===== src/rtl/dither_ctrl.sv =====
// Frame-synchronous dither controller: defers config writes to the next frame
// start, derives per-channel dither enables and re-times sync/DE to the dither stages.
module dither_ctrl #(
  parameter int unsigned NUM_CH    = 3,
  parameter int unsigned ALIGN_LAT = 1,
  parameter int unsigned FCNT_W    = 8
) (
  input  logic              clk,
  input  logic              reset,
  input  logic              cfg_wr,
  input  logic [1:0]        cfg_mode,
  input  logic [NUM_CH-1:0] cfg_chmask,
  input  logic              pix_ce,
  input  logic              de_in,
  input  logic              hs_in,
  input  logic              vs_in,
  output logic              dith_ce,
  output logic [NUM_CH-1:0] dith_en,
  output logic              de_out,
  output logic              hs_out,
  output logic              vs_out,
  output logic              cfg_pending,
  output logic [FCNT_W-1:0] frame_cnt,
  output logic [1:0]        state_o
);

  typedef enum logic [1:0] {
    S_OFF   = 2'b00,
    S_ARMED = 2'b01,
    S_RUN   = 2'b10
  } state_t;

  state_t state, state_n;

  logic [1:0]        mode_p, mode_a;
  logic [NUM_CH-1:0] mask_p, mask_a;
  logic              vs_prev;
  logic              vs_low_seen;
  logic              fs;
  logic              apply;
  logic              frame_on;
  logic              mode_sel;

  function automatic logic mode_on(input logic [1:0] m);
    return (m == 2'd1) || (m == 2'd2);
  endfunction

  // vs_low_seen keeps a vs already high when reset releases from counting as a frame start
  assign fs    = pix_ce & vs_in & ~vs_prev & vs_low_seen;
  assign apply = fs & cfg_pending;

  always_ff @(posedge clk) begin
    if (reset) begin
      state <= S_OFF;
    end else begin
      state <= state_n;
    end
  end

  always_comb begin
    state_n = state;
    unique case (state)
      S_OFF: begin
        if (cfg_wr && mode_on(cfg_mode)) state_n = S_ARMED;
      end
      S_ARMED: begin
        if (fs) begin
          if (mode_on(mode_p))                state_n = S_RUN;
          else if (cfg_wr && mode_on(cfg_mode)) state_n = S_ARMED;
          else                                 state_n = S_OFF;
        end
      end
      S_RUN: begin
        // turning off while a coincident write re-enables goes straight back to waiting
        if (apply && !mode_on(mode_p)) begin
          state_n = (cfg_wr && mode_on(cfg_mode)) ? S_ARMED : S_OFF;
        end
      end
      default: state_n = S_OFF;
    endcase
  end

  always_ff @(posedge clk) begin
    if (reset) begin
      mode_p      <= '0;
      mask_p      <= '0;
      mode_a      <= '0;
      mask_a      <= '0;
      cfg_pending <= 1'b0;
      frame_cnt   <= '0;
      vs_prev     <= 1'b0;
      vs_low_seen <= 1'b0;
    end else begin
      if (apply) begin
        mode_a <= mode_p;
        mask_a <= mask_p;
      end
      // a write landing on the frame start stays pending for the following frame
      if (cfg_wr) begin
        mode_p      <= cfg_mode;
        mask_p      <= cfg_chmask;
        cfg_pending <= 1'b1;
      end else if (apply) begin
        cfg_pending <= 1'b0;
      end
      if (fs) frame_cnt <= frame_cnt + FCNT_W'(1);
      if (pix_ce) begin
        vs_prev <= vs_in;
        if (!vs_in) vs_low_seen <= 1'b1;
      end
    end
  end

  assign frame_on = ~frame_cnt[0];
  assign mode_sel = (mode_a == 2'd1) || ((mode_a == 2'd2) && frame_on);

  assign dith_ce = pix_ce;
  assign dith_en = (state == S_RUN && mode_sel && de_in) ? mask_a : '0;
  assign state_o = state;

  logic [2:0]             tim_in;
  logic [3*ALIGN_LAT-1:0] dly;

  assign tim_in = {de_in, hs_in, vs_in};

  generate
    if (ALIGN_LAT == 1) begin : g_one
      always_ff @(posedge clk) begin
        if (reset)       dly <= '0;
        else if (pix_ce) dly <= tim_in;
      end
    end else begin : g_multi
      always_ff @(posedge clk) begin
        if (reset)       dly <= '0;
        else if (pix_ce) dly <= {dly[3*ALIGN_LAT-4:0], tim_in};
      end
    end
  endgenerate

  assign {de_out, hs_out, vs_out} = dly[3*ALIGN_LAT-1 -: 3];

endmodule


===== config.mk =====
export PLATFORM = sky130hd
export DESIGN_NAME = dither_ctrl
export DESIGN_NICKNAME = d
export VERILOG_FILES = /design/src/rtl/dither_ctrl.sv
export SDC_FILE = /design/constraint.sdc
export NUM_CORES = 1
export LEC_CHECK = 0
export CORE_MARGIN = 2
export CORE_UTILIZATION = 35
export CTS_CLUSTER_SIZE = 20
export DETAILED_ROUTE_END_ITERATION = 12
export GPL_TIMING_DRIVEN = 0
export PLACE_DENSITY = 0.66
export SLEW_MARGIN = 30
export SYNTH_ARGS = -nofsm -noshare
export SYNTH_HDL_FRONTEND = slang
export SYNTH_SLANG_ARGS = --single-unit

===== constraint.sdc =====
create_clock -name clk -period 1.9 [get_ports clk]
set_input_delay 0.475 -clock clk [delete_from_list [all_inputs] [get_ports clk]]
set_output_delay 0.475 -clock clk [all_outputs]
set_load 0.02 [all_outputs]

==> results of run 1 <==
## sequential cells by signal, summed over array words and instances (netlist names)
register,flops
frame_cnt,8
dly,3
mask_a,3
mask_p,3
mode_a,2
mode_p,2
state_o,2
cfg_pending,1
vs_low_seen,1
## power groups by stage
stage,clock network [mW],registers [mW],logic (mW)
after global placement,0,0.565,0.121
after global routing,0.269,0.559,0.135
after CTS,0.244,0.555,0.125
after floorplan,0,0.574,0.0618
final,0.237,0.556,0.122
after detailed placement,0,0.567,0.124
## worst paths after layout
kind,from,end,slack (ns),cells after the start
worst min register to register,mask_a[0],mask_a[0],0.49,2
worst max-delay path,frame_cnt[0],dith_en[2],0.07,4
worst max register to register,vs_low_seen,frame_cnt[7],0.49,4
worst min-delay path,pix_ce,dly[1],0.44,3
## placed cells by master (no fill, tap or decap), types with 2 or more instances in the layout
cell             synthesis  routed
dfxtp_1                 25      23
clkdlybuf4s50_1          0      16
a21oi_1                 15      15
nor2_1                  11      11
nand3_1                  9       9
mux2i_1                  8       8
o21ai_0                  8       8
dlymetal6s2s_1           0       6
clkbuf_1                 5       5
inv_1                    5       5
o31ai_1                  4       4
nand2_1                  4       4
buf_4                    1       4
and2_1                   3       3
or4_1                    3       3
or3_1                    3       3
clkbuf_4                 0       3
nor2b_1                  3       2
buf_6                    2       2
buf_2                    2       2
xnor2_1                  2       2
dfxtp_2                  0       2
## cell type report
type	count	area (um^2)	share of cell area [%]
Multi-Input combinational cell	84	543	36.9
Clock inverter	1	5.00	0.340
Timing Repair Buffer	26	267	18.1
Tap cell	44	55.1	3.74
Sequential cell	25	503	34.2
Buffer	10	58.8	3.99
Inverter	5	18.8	1.27
Clock buffer	3	22.5	1.53
## routing by layer
metal | vias to the layer above | wire, um | track usage (%)
met5 | - | 0 | 0
met3 | 2 | 131 | 5.12
met4 | 0 | 9 | 1.90
met2 | 21 | 1220 | 27.3
met1 | 461 | 997 | 17.4
li1 | 499 | - | -
## critical path, stage by stage (launching register included)
cell	delay, ns
dfxtp_2	0.38
nor3b_1	0.20
o211a_1	0.21
and2_1	0.13
buf_4	0.13
## per-stage QoR
step	worst slack, ns	instances
6_report	0.0676	198
3_5_place_dp	-0.459	194
5_1_grt	-0.00655	198
4_1_cts	-0.00152	198
3_3_place_gp	-0.451	194
2_1_floorplan	0.338	124
## cell families after synthesis
logic type                 synth area share [%]
adders and majority gates                  1.12
AOI/OAI and AO/OA                          16.2
xor gates and xnor gates                   2.36
buffers and inverters                      6.97
muxes                                      7.19
and+or+nand+nor                            21.2
DFF                                        44.9
## repair_timing
item                       CTS  global route
gates resized for setup     18             8
hold endpoints to repair     0             0
pin swaps                    0             0
setup endpoints to repair    4             9
gates cloned                 0             0
==> metrics, run 1 <==
Post-route DRC=0; Max-cap violations=0; RSZ-0062 raised after global routing=yes; Port Buffer Count=26; first-pass GRT wire length=around 4100 um; share of cells above drive strength 1=around a tenth; worst skew pair latency=0.32 ns; DPL Wire Length=~1800 um; NetSw=~0.23 mW; die height=just over 60 um; number of global-route vias before repair=about 960; skew final=roughly 0.0056 ns; crit path time final=between 1.5 and 2 ns; Slew @ Worst Pin=slightly below 0.5 ns; Crit Path Max Fanout=6; FMAX=~550 MHz; ANT nets after route=0; Fillers=between 300 and 400; total power draw=about 0.91 mW; htree depth=1; Worst VDD drop=around 480 uV; Synth top area share=44.9%; syn nets=137; iteration-0 DRC count of the detailed router=63; Crit. End Element=output port; Avg Cell Area, Syn=8.98 um^2; Clock Path Buffers=2; Vias/cell=4.96; Routability Congestion=0.772; most common library cells after synthesis=dfxtp_1, a21oi_1, nor2_1; P_leak=about 0.66 nW; Slew HR=approximately two thirds; asr flop ratio synth=0%; gr usage total=about 15%; main flop type after synthesis=dfxtp_1; fin area=approximately 1500 um^2; Die X=60.4 um; hold_buf cts=0; Final nets=168; first-pass detailed-route iteration total=4; Synth-to-Final Area Change=32.2%; Die ar.=about 3600 um^2; critical path launch point type=register; Starting Density=between 30% and 40%; sequential power share=between 60% and 70%; P per Cell Area=a little over 600 nW/um^2; core area=3030 um^2; total I/O pin count=30; pin count of the biggest net entering global routing=15; outcome=finished, final reports clean; Congestion Overflow GR=0; placed cell areas=between 1000 and 1500 um^2; Period Utilization, post-route=96.4%; Synth Instances=124; YS warnings=0; clock root cell=clkbuf_4; Row Count=20; Yosys cell types=29; Synth area leaders=dfxtp_1, mux2i_1, a21oi_1; WL/cell=approximately 12 um; synthesized flop and latch total=25; Internal=slightly below 0.7 mW; CTS tree=done; Yosys top cell by area=dfxtp_1; Fin. Hold Viols=0; initial antenna violation count=0; Post-CTS Setup Bufs=0; Critical Path RT=between 1 and 1.5 ns; Final setup viols=0; sum of negative setup slack=0 ns; clk slew on worst S/H paths=around 0.14 ns; Ant. Diodes=0; max-slew violation count=0; Hold Crit Class=in -> reg; Comb pwr share=between 10% and 20%; crit path kind=reg -> out; count leader, synth=dfxtp_1; sequential area share after synthesis=44.9%; Routed WL=approximately 2400 um; switch share=25.6%; WHS=around 0.44 ns; Clock power frac=between 20% and 30%; Inserted Clock Buffers=3; arrival time at the worst endpoint=between 1 and 1.5 ns; Post-Syn Area=approximately 1100 um^2; # clock sinks=25; via count=between 900 and 1000; Core Util, Final=a little under 50%; number of synthesized flops with an enable pin=0
(Power assumes the default switching activity.)
==> run 2, diff against run 1 <==
--- a/config.mk
+++ b/config.mk
@@ -5,12 +5,14 @@
 export SDC_FILE = /design/constraint.sdc
 export NUM_CORES = 1
 export LEC_CHECK = 0
+export CAP_MARGIN = 20
 export CORE_MARGIN = 2
 export CORE_UTILIZATION = 35
 export CTS_CLUSTER_SIZE = 20
 export DETAILED_ROUTE_END_ITERATION = 12
 export GPL_TIMING_DRIVEN = 0
 export PLACE_DENSITY = 0.66
+export SETUP_SLACK_MARGIN = 0.5
 export SLEW_MARGIN = 30
 export SYNTH_ARGS = -nofsm -noshare
 export SYNTH_HDL_FRONTEND = slang
==> run 2 against run 1 <==
  * Routed wire length increased by 6.5%
  * Sequential share of layout area down 0.58 points
  * Die area stayed put
  * Hold slack lost 0.039 ns
  * Global-route usage is 0.21 points higher
  * Register-to-register slack got worse by 0.07 ns
  * Utilization is 2.7 points higher
  * Clock-buffer cell count unchanged
  * First-iteration DRC count fell by 51%
  * Via count up 4.1%
  * Maximum frequency up 0.82%
  * Critical endpoint is now dith_en[1]
==> metrics, run 2 (synthesis results as in run 1) <==
Internal=slightly below 0.7 mW; arrival time at the worst endpoint=approximately 1.3 ns; commonest non-fill, non-tap cell in the layout=a21oi_1; worst path cell trace=nor3b_2 > o211a_1 > and2_4 > buf_6; worst reg-to-reg setup slack=approximately 0.42 ns; Detail Route met2 WL=between 1000 and 1500 um; Reg with most FFs=frame_cnt; ANT nets after route=0; Worst VDD drop=roughly 330 uV; Die ar.=around 3600 um^2; RSZ-0062 raised after global routing=yes; crit path time final=1.82 ns; htree depth=1; outcome=finished, final reports clean; Final setup viols=0; DPL Wire Length=about 1800 um; Final nets=~180; Inserted Clock Buffers=3; most frequent cells in the layout=a21oi_1, buf_4, dfxtp_1; Routability Congestion=approximately 0.75; met3 WL=roughly 100 um; FMAX=550 MHz; max-slew violation count=0; WL/cell=12.1 um; iteration-0 DRC count of the detailed router=31; via count=roughly 1000; Core Util, Final=approximately 50%; NetSw=0.254 mW; Hold Crit Class=in -> reg; total I/O pin count=30; Row Count=20; clk slew on worst S/H paths=0.15 ns; initial antenna violation count=0; number of global-route vias before repair=988; first-pass GRT wire length=between 4000 and 5000 um; Fin. Hold Viols=0; P_leak=approximately 0.67 nW; share of cells above drive strength 1=34.1%; Starting Density=a little under two fifths; Clock Path Buffers=2; Clock power frac=a little over a quarter; Slew @ Worst Pin=~0.5 ns; M1 WL=1140 um; Synth-to-Final Area Change=39.6%; clock root cell=clkbuf_4; Period Utilization, post-route=~96%; Congestion Overflow GR=0; crit path kind=reg -> out; skew final=just under 0.006 ns; P per Cell Area=about 610 nW/um^2; worst stage delay on the critical path=around 0.35 ns; die height=roughly 60 um; pin count of the biggest net entering global routing=16; top layer in use=met4; Routed WL=around 2500 um; first-pass detailed-route iteration total=4; Max-cap violations=0; sequential power share=between 50% and 60%; Vias/cell=4.92; worst skew pair latency=about 0.33 ns; Crit. End Element=output port; Final WS setup=about 0.083 ns; Comb pwr share=around 14%; total power draw=between 0.9 and 1 mW; switch share=a little over a quarter; core area=~3000 um^2; Die X=just over 60 um; hold_buf cts=0; gr usage total=~15%; Ant. Diodes=0; Crit Path Max Fanout=3; max reg flops=8; Critical Path RT=around 1.4 ns; pre-CTS setup slack=-0.456 ns; critical path launch point type=register; Post-route DRC=0; # clock sinks=25; CTS tree=done; Port Buffer Count=26; CP max stage cell=dfxtp_2; Slew HR=67.3%
==> run 2: through the flow <==
stage                     hold WS [ns]  instances  area, um^2  TNS [ns]
final                            0.396        208        1550         0
after global routing             0.394        208        1550         0
after CTS                        0.393        205        1500         0
after detailed placement         0.470        194        1450     -1.62
after global placement           0.465        194        1450     -1.37
after floorplan                  0.449        124        1130         0
==> run 2: worst paths after layout <==
kind                     start           end  cells past startpoint
hold reg to reg   frame_cnt[5]  frame_cnt[5]                      2
hold / removal          pix_ce   vs_low_seen                      3
setup / recovery     mode_a[1]    dith_en[1]                      4
setup reg to reg  frame_cnt[0]  frame_cnt[7]                      6
==> run 2: power groups by stage <==
stage                     registers, mW  clock network, mW  logic (mW)
after floorplan                   0.575                  0      0.0627
after global placement            0.566                  0       0.122
after detailed placement          0.566                  0       0.123
after CTS                         0.553              0.263       0.126
after global routing              0.555              0.285       0.147
final                             0.552              0.256       0.134
==> run 2: cell type report <==
cell class | instances | area (um^2)
inverters | 5 | 18.8
flip-flops and latches | 25 | 522
fillers | 298 | 1470
well taps | 44 | 55.1
clock inverters | 1 | 7.51
clock buffers | 3 | 22.5
multi-input cells | 84 | 568
repair buffers | 36 | 295
plain buffers | 10 | 65.1
==> run 2: critical path, delay by kind of cell (launching register included) <==
kind	cells	cell delay, ns
buf+inv	1	0.12
compound gates	1	0.25
flops	1	0.35
simple gates	2	0.29
==> run 2: repair_timing <==
item / in CTS / in global routing
pin swaps: 5 / 6
gates resized for setup: 96 / 10
buffers inserted: 7 / 3
hold endpoints to repair: 0 / 0
setup endpoints to repair: 34 / 10
==> run 2: routing by layer <==
| metal | up-vias | GRT usage [%] |
|---|---|---|
| met2 | 23 | 26.7 |
| met4 | 0 | 6.67 |
| met1 | 476 | 18.4 |
| met3 | 3 | 2.13 |
| li1 | 521 | - |
| met5 | - | 0 |
